`config.mk`:
```
export PLATFORM = sky130hd
export DESIGN_NAME = cmip_pulse_sync_mc
export DESIGN_NICKNAME = d
export VERILOG_FILES = /design/src/rtl/cmip_pkg.sv /design/src/rtl/cmip_sync_edge_det.sv /design/src/rtl/cmip_pulse_sync_mc.sv
export SDC_FILE = /design/constraint.sdc
export NUM_CORES = 1
export LEC_CHECK = 0
export BUFFER_PORTS_ARGS = -buffer_cell sky130_fd_sc_hd__buf_2
export CAP_MARGIN = 20
export CORE_MARGIN = 2
export CORE_UTILIZATION = 35
export DETAILED_ROUTE_END_ITERATION = 16
export GPL_TIMING_DRIVEN = 0
export PLACE_DENSITY = 0.52
export SETUP_SLACK_MARGIN = 0.3
export SLEW_MARGIN = 0
export SYNTH_ARGS = -nofsm -noshare
export SYNTH_HDL_FRONTEND = slang
export SYNTH_SLANG_ARGS = --single-unit
export TNS_END_PERCENT = 5
```
`constraint.sdc`:
```
create_clock -name i_clk -period 4.4 [get_ports i_clk]
set_input_delay 0.22 -clock i_clk [delete_from_list [all_inputs] [get_ports i_clk]]
set_output_delay 0.22 -clock i_clk [all_outputs]
set_load 0.02 [all_outputs]
```
`src/rtl/cmip_pkg.sv`:
```
// Shared constants for the multi-channel pulse synchroniser:
// event edge modes, arbiter state encoding and width helper.
package cmip_pkg;

   localparam int EDGE_ANY  = 0;
   localparam int EDGE_RISE = 1;
   localparam int EDGE_FALL = 2;

   typedef enum logic {
      ARB_IDLE  = 1'b0,
      ARB_OFFER = 1'b1
   } arb_state_e;

   function automatic int ch_w(input int n);
      return (n > 1) ? $clog2(n) : 1;
   endfunction

endpackage

```
`src/rtl/cmip_sync_edge_det.sv`:
```
// One channel: SYNC_STAGES-deep synchroniser, history flop and
// registered edge strobe filtered by EDGE_MODE.
module cmip_sync_edge_det
   import cmip_pkg::*;
#(
   parameter int SYNC_STAGES = 2,
   parameter int EDGE_MODE   = EDGE_ANY
) (
   input  logic i_clk,
   input  logic i_rst_n,
   input  logic i_async,
   output logic o_pulse
);

   logic [SYNC_STAGES-1:0] sync_q;
   logic                   hist_q;
   logic                   pulse_q;
   logic                   last;
   logic                   det;

   assign last = sync_q[SYNC_STAGES-1];

   always_comb begin
      det = last ^ hist_q;
      if (EDGE_MODE == EDGE_RISE) det = last & ~hist_q;
      if (EDGE_MODE == EDGE_FALL) det = ~last & hist_q;
   end

   always_ff @(posedge i_clk or negedge i_rst_n) begin
      if (!i_rst_n) begin
         sync_q  <= '0;
         hist_q  <= 1'b0;
         pulse_q <= 1'b0;
      end else begin
         sync_q  <= {sync_q[SYNC_STAGES-2:0], i_async};
         hist_q  <= last;
         pulse_q <= det;
      end
   end

   assign o_pulse = pulse_q;

endmodule

```
`src/rtl/cmip_pulse_sync_mc.sv`:
```
// Multi-channel pulse synchroniser with per-channel pending counters
// and a round-robin valid/ready event offer.
module cmip_pulse_sync_mc
   import cmip_pkg::*;
#(
   parameter int CH_NUM      = 8,
   parameter int SYNC_STAGES = 2,
   parameter int EDGE_MODE   = 0,
   parameter int CNT_W       = 4
) (
   input  logic                      i_clk,
   input  logic                      i_rst_n,
   input  logic [CH_NUM-1:0]         i_async,
   output logic [CH_NUM-1:0]         o_pulse,
   output logic                      o_evt_valid,
   output logic [ch_w(CH_NUM)-1:0]   o_evt_ch,
   input  logic                      i_evt_ready,
   output logic [CH_NUM-1:0]         o_overflow,
   input  logic [CH_NUM-1:0]         i_ovf_clr
);

   localparam int CH_W = ch_w(CH_NUM);
   localparam int PW   = CH_W + 1;

   if (CH_NUM < 1 || CH_NUM > 32) begin : g_bad_ch
      $error("cmip_pulse_sync_mc: CH_NUM must be 1..32");
   end
   if (SYNC_STAGES < 2) begin : g_bad_sync
      $error("cmip_pulse_sync_mc: SYNC_STAGES must be >= 2");
   end
   if (EDGE_MODE < 0 || EDGE_MODE > 2) begin : g_bad_edge
      $error("cmip_pulse_sync_mc: EDGE_MODE must be 0..2");
   end
   if (CNT_W < 1) begin : g_bad_cnt
      $error("cmip_pulse_sync_mc: CNT_W must be >= 1");
   end

   arb_state_e        state_q, state_d;
   logic [CH_W-1:0]   ch_q, ch_d;
   logic [CH_W-1:0]   last_q, last_d;
   logic [CH_W-1:0]   winner;
   logic [PW-1:0]     idx;
   logic [CH_NUM-1:0] req;
   logic              hs;

   for (genvar c = 0; c < CH_NUM; c++) begin : g_ch
      logic [CNT_W-1:0] cnt_q;
      logic             ovf_q;
      logic             inc;
      logic             dec;
      logic             full;

      cmip_sync_edge_det #(
         .SYNC_STAGES (SYNC_STAGES),
         .EDGE_MODE   (EDGE_MODE)
      ) u_sync (
         .i_clk   (i_clk),
         .i_rst_n (i_rst_n),
         .i_async (i_async[c]),
         .o_pulse (o_pulse[c])
      );

      assign inc  = o_pulse[c];
      assign dec  = hs && (ch_q == CH_W'(c));
      assign full = &cnt_q;

      // A strobe in flight counts as pending so the offer follows it directly.
      assign req[c] = inc | (cnt_q != '0);

      always_ff @(posedge i_clk or negedge i_rst_n) begin
         if (!i_rst_n) begin
            cnt_q <= '0;
            ovf_q <= 1'b0;
         end else begin
            if (inc && !dec && !full) cnt_q <= cnt_q + 1'b1;
            else if (dec && !inc)     cnt_q <= cnt_q - 1'b1;
            ovf_q <= (inc && !dec && full) | (ovf_q & ~i_ovf_clr[c]);
         end
      end

      assign o_overflow[c] = ovf_q;
   end

   // Descending scan so the channel nearest after last_q wins.
   always_comb begin
      winner = '0;
      idx    = '0;
      for (int i = CH_NUM; i >= 1; i--) begin
         idx = {1'b0, last_q} + PW'(i);
         if (idx >= PW'(CH_NUM)) idx = idx - PW'(CH_NUM);
         if (req[idx[CH_W-1:0]]) winner = idx[CH_W-1:0];
      end
   end

   always_comb begin
      state_d = state_q;
      ch_d    = ch_q;
      last_d  = last_q;
      hs      = 1'b0;
      unique case (state_q)
         ARB_IDLE: begin
            if (|req) begin
               state_d = ARB_OFFER;
               ch_d    = winner;
            end
         end
         ARB_OFFER: begin
            if (i_evt_ready) begin
               hs      = 1'b1;
               last_d  = ch_q;
               state_d = ARB_IDLE;
            end
         end
         default: state_d = ARB_IDLE;
      endcase
   end

   always_ff @(posedge i_clk or negedge i_rst_n) begin
      if (!i_rst_n) begin
         state_q <= ARB_IDLE;
         ch_q    <= '0;
         last_q  <= CH_W'(CH_NUM - 1);
      end else begin
         state_q <= state_d;
         ch_q    <= ch_d;
         last_q  <= last_d;
      end
   end

   assign o_evt_valid = (state_q == ARB_OFFER);
   assign o_evt_ch    = ch_q;

endmodule

```
==> results.md <==
- Outcome: finished, final reports clean
- Worst-Margin Slew: 711 ps
- WL per Instance: 15.4 microns
- Crit-path most repeated cell: clkbuf_1
- Pre-antenna DRT Iters: 4
- Top cells by area, synth: dfrtp_1 40%, xnor2_1 4.8%, ha_1 4.8%
- Reg2Reg Depth: 11
- # DRC: 0
- Hold Vio Cnt, Final: 0
- Crit-path slowest cell: mux4_2
- Number of port buffers: 38
- Yosys Warn Count: 0
- H-tree depth: 3
- Reg area: 0.00198 sq mm
- Sequential-to-total area share from yosys stat: 0.421
- Total vias in the final route: 3,631
- Synth unique cells: 60
- Arr. time, crit path: 4010 ps
- Final Wtd Congestion: 0.987
- Static Leak: about 2.4 nW
- Setup TNS: 0 ps
- Site Rows: 42
- Post-synth EDFFs: 0
- GRT met3 Usage: 0.0375
- Crit-path max cell delay: between 500 and 600 ps
- Synth top area share: 0.404
- CTS buffer count: 9
- Max Cap Viol: 0
- Met2 Usage GRT: 0.256
- Number of diodes: 0
- Area after DPL: about 0.0051 sq mm
- Footprint of the multi-input gates: 0.00248 sq mm
- Post-synthesis net count: slightly above 500
- Hold Path Class: in2reg
- Asr flop ratio synth: 1.00
- GRT overflow: 0
- Worst-skew pair later-pin latency: ~340 ps
- Vias per cell: 5.20
- Sequence of cells on the critical path: clkbuf_2, inv_1, clkbuf_1, ha_1, clkbuf_1, a21oi_1, mux4_2, a2111oi_4, o311ai_1, o211ai_2, a31oi_1
- Initial antenna violation count: 0
- Synth Instances: 458
- Setup Crit Path Kind: reg2reg
- Starting Density: 0.356
- Core footprint: 0.0132 sq mm
- CTS tree: done
- Share of cells above drive strength 1: 0.205
- First-pass GRT wire length: 17,900 microns
- RSZ-0062 raised after global routing: no
- Ports: 39
- Vias in the first global route: 3,565
- Ys flop type: dfrtp_1
- Fillers: 1,279
- Total GRT Usage: 0.159
- Max-slew headroom: 0.522
- Max VDD drop: a little over 300 uV
- Synthesized area: 0.00470 sq mm
- Die Wd: ~120 microns
- Worst hold slack: 58.8 ps
- Drt total wl: 10,800 microns
- Hold depth: 2
- Max Buffers Root-to-Sink: 2
- Leading area contributor after synthesis: dfrtp_1
- P&R area growth vs syn: 18.0%
- Post-DP HPWL: 7920 microns
- # nets final: 562
- PwrDens: 704 mW/mm^2
- Final Setup Violations: 0
- GRT Max-Usage Layer: met2
- CTS sink cnt: 79
- Met1 Track Usage GR: 0.210
- Startpoint Class: flop
- # Post-CTS Setup Buffers: 0
- CP endpoint kind: flop
- Max Slew Vio Count: 0
- Final min period: 3800 ps
- Worst Path Max Fanout: 10
- Antenna Nets Post-Route: 0
- Syn_area_per_cell: between 10 and 15 sq um
- Final worst path period share: 0.863
- Yosys reg bits: 79
- Worst Path Required: 4620 ps
- Fmax: 263 MHz
- Clock transition at the registers of the reported paths: 60 ps
- Largest net degree at the start of global routing: between 50 and 60
- Cell area after layout: 0.00555 sq mm
- CTS root buf: clkbuf_16
- Die area: 0.0144 sq mm
- Setup Skew: roughly 7.4 ps
- DR iter-0 viols: between 150 and 200
- Die H: 120 microns
## cells by family after synthesis
kind of cell | after synthesis | synth area share
AO/OA/AOI/OAI | 100 | 0.147
XOR/XNOR | 37 | 0.0689
adder cells (fa/ha/maj) | 26 | 0.0820
buffers and inverters | 49 | 0.0522
flip-flops | 79 | 0.421
multiplexers | 28 | 0.0812
AND/OR/NAND/NOR | 139 | 0.148
## flip-flops by register name, indices dropped and copies added, names as in the netlist
signal	flops
g_ch.cnt_q	32
g_ch.u_sync.sync_q	16
g_ch.ovf_q	8
g_ch.u_sync.hist_q	8
g_ch.u_sync.o_pulse	8
last_q	3
o_evt_ch	3
o_evt_valid	1
## per-layer routing
metal,up-vias,wire (microns)
li1,1760,-
met1,1779,4970
met2,79,5200
met3,13,423
met4,0,176
met5,-,0
## cells in the mapped netlist (5+ instances only)
master    count
a21o_1       14
a21oi_1      25
and3_1        8
buf_4        16
clkbuf_1     10
dfrtp_1      76
fa_1          8
ha_1         18
inv_1        21
mux2_2       11
mux2i_1      10
mux4_2        7
nand2_1      32
nand3_1       5
nand4_1      10
nor2_1       39
nor3_1       13
o21ai_0      16
o22ai_1       9
or4_1         6
xnor2_1      26
xor2_1       11
## cell type report
type                    count  area share
multi-input cells         330       0.446
flip-flops and latches     79       0.357
repair buffers             48      0.0559
clock buffers              11      0.0455
well taps                 176      0.0397
plain buffers              27      0.0295
inverters                  22      0.0149
clock inverters             5      0.0113
## critical path: cells and delay by family (launching register included)
family                   cells  cell delay [ps]
buffers and inverters        4             1110
flip-flops                   1              530
adder cells (fa/ha/maj)      1              430
AO/OA/AOI/OAI                5             1000
multiplexers                 1              590
## where the power goes
part	switching, W	leakage, nW	internal [W]
sequential	0.000303	0.939	0.000958
clock	0.000307	0.149	0.000474
combinational	0.00101	1.34	0.000859
## repair_timing
action	CTS	global route
gates resized for setup	0	2
hold buffers	9	0
hold endpoints to repair	31	0
endpoints found under the setup margin	0	1
## layout by cell type, fill, tap and decap left out, types with 3 or more instances in the layout
master,n
fa_1,8
o21ai_0,16
nand2b_1,4
mux4_2,7
clkbuf_16,9
nor3_1,13
clkbuf_1,9
mux2_2,11
nor2_1,39
or3_1,4
inv_1,21
o22ai_1,9
buf_4,17
and3_1,8
xor2_1,11
a221oi_1,3
nand3_1,5
ha_1,18
a21oi_1,25
buf_2,38
nand2_1,32
nand4_1,10
or4_1,6
xnor2_1,26
a31oi_1,4
or2_2,4
dfrtp_1,76
dlygate4sd3_1,9
dfstp_2,3
o221ai_1,3
mux2i_1,10
a21o_1,14
nor2b_1,3
## final timing paths
kind                                               start                  endpoint  slack (ps)
worst max-delay path                           last_q[1]               o_evt_ch[1]         600
worst min-delay path                        i_ovf_clr[4]             g_ch[4].ovf_q          60
worst max register to register                 last_q[1]               o_evt_ch[1]         600
worst min register to register  g_ch[2].u_sync.sync_q[0]  g_ch[2].u_sync.sync_q[1]         350
max in group asynchronous                        i_rst_n                 last_q[2]        3440
min in group asynchronous                        i_rst_n  g_ch[0].u_sync.sync_q[0]         320
## through the flow
step,power [W],utilization,worst slack [ps],instances
after floorplan,0.00265,-,1170,458
after global placement,0.00308,0.388,477,672
after detailed placement,0.00312,0.390,519,673
after CTS,0.00394,0.421,484,698
after global routing,0.00422,0.421,446,698
final,0.00391,0.421,604,698
No activity file was read; power rests on OpenSTA's default activity.
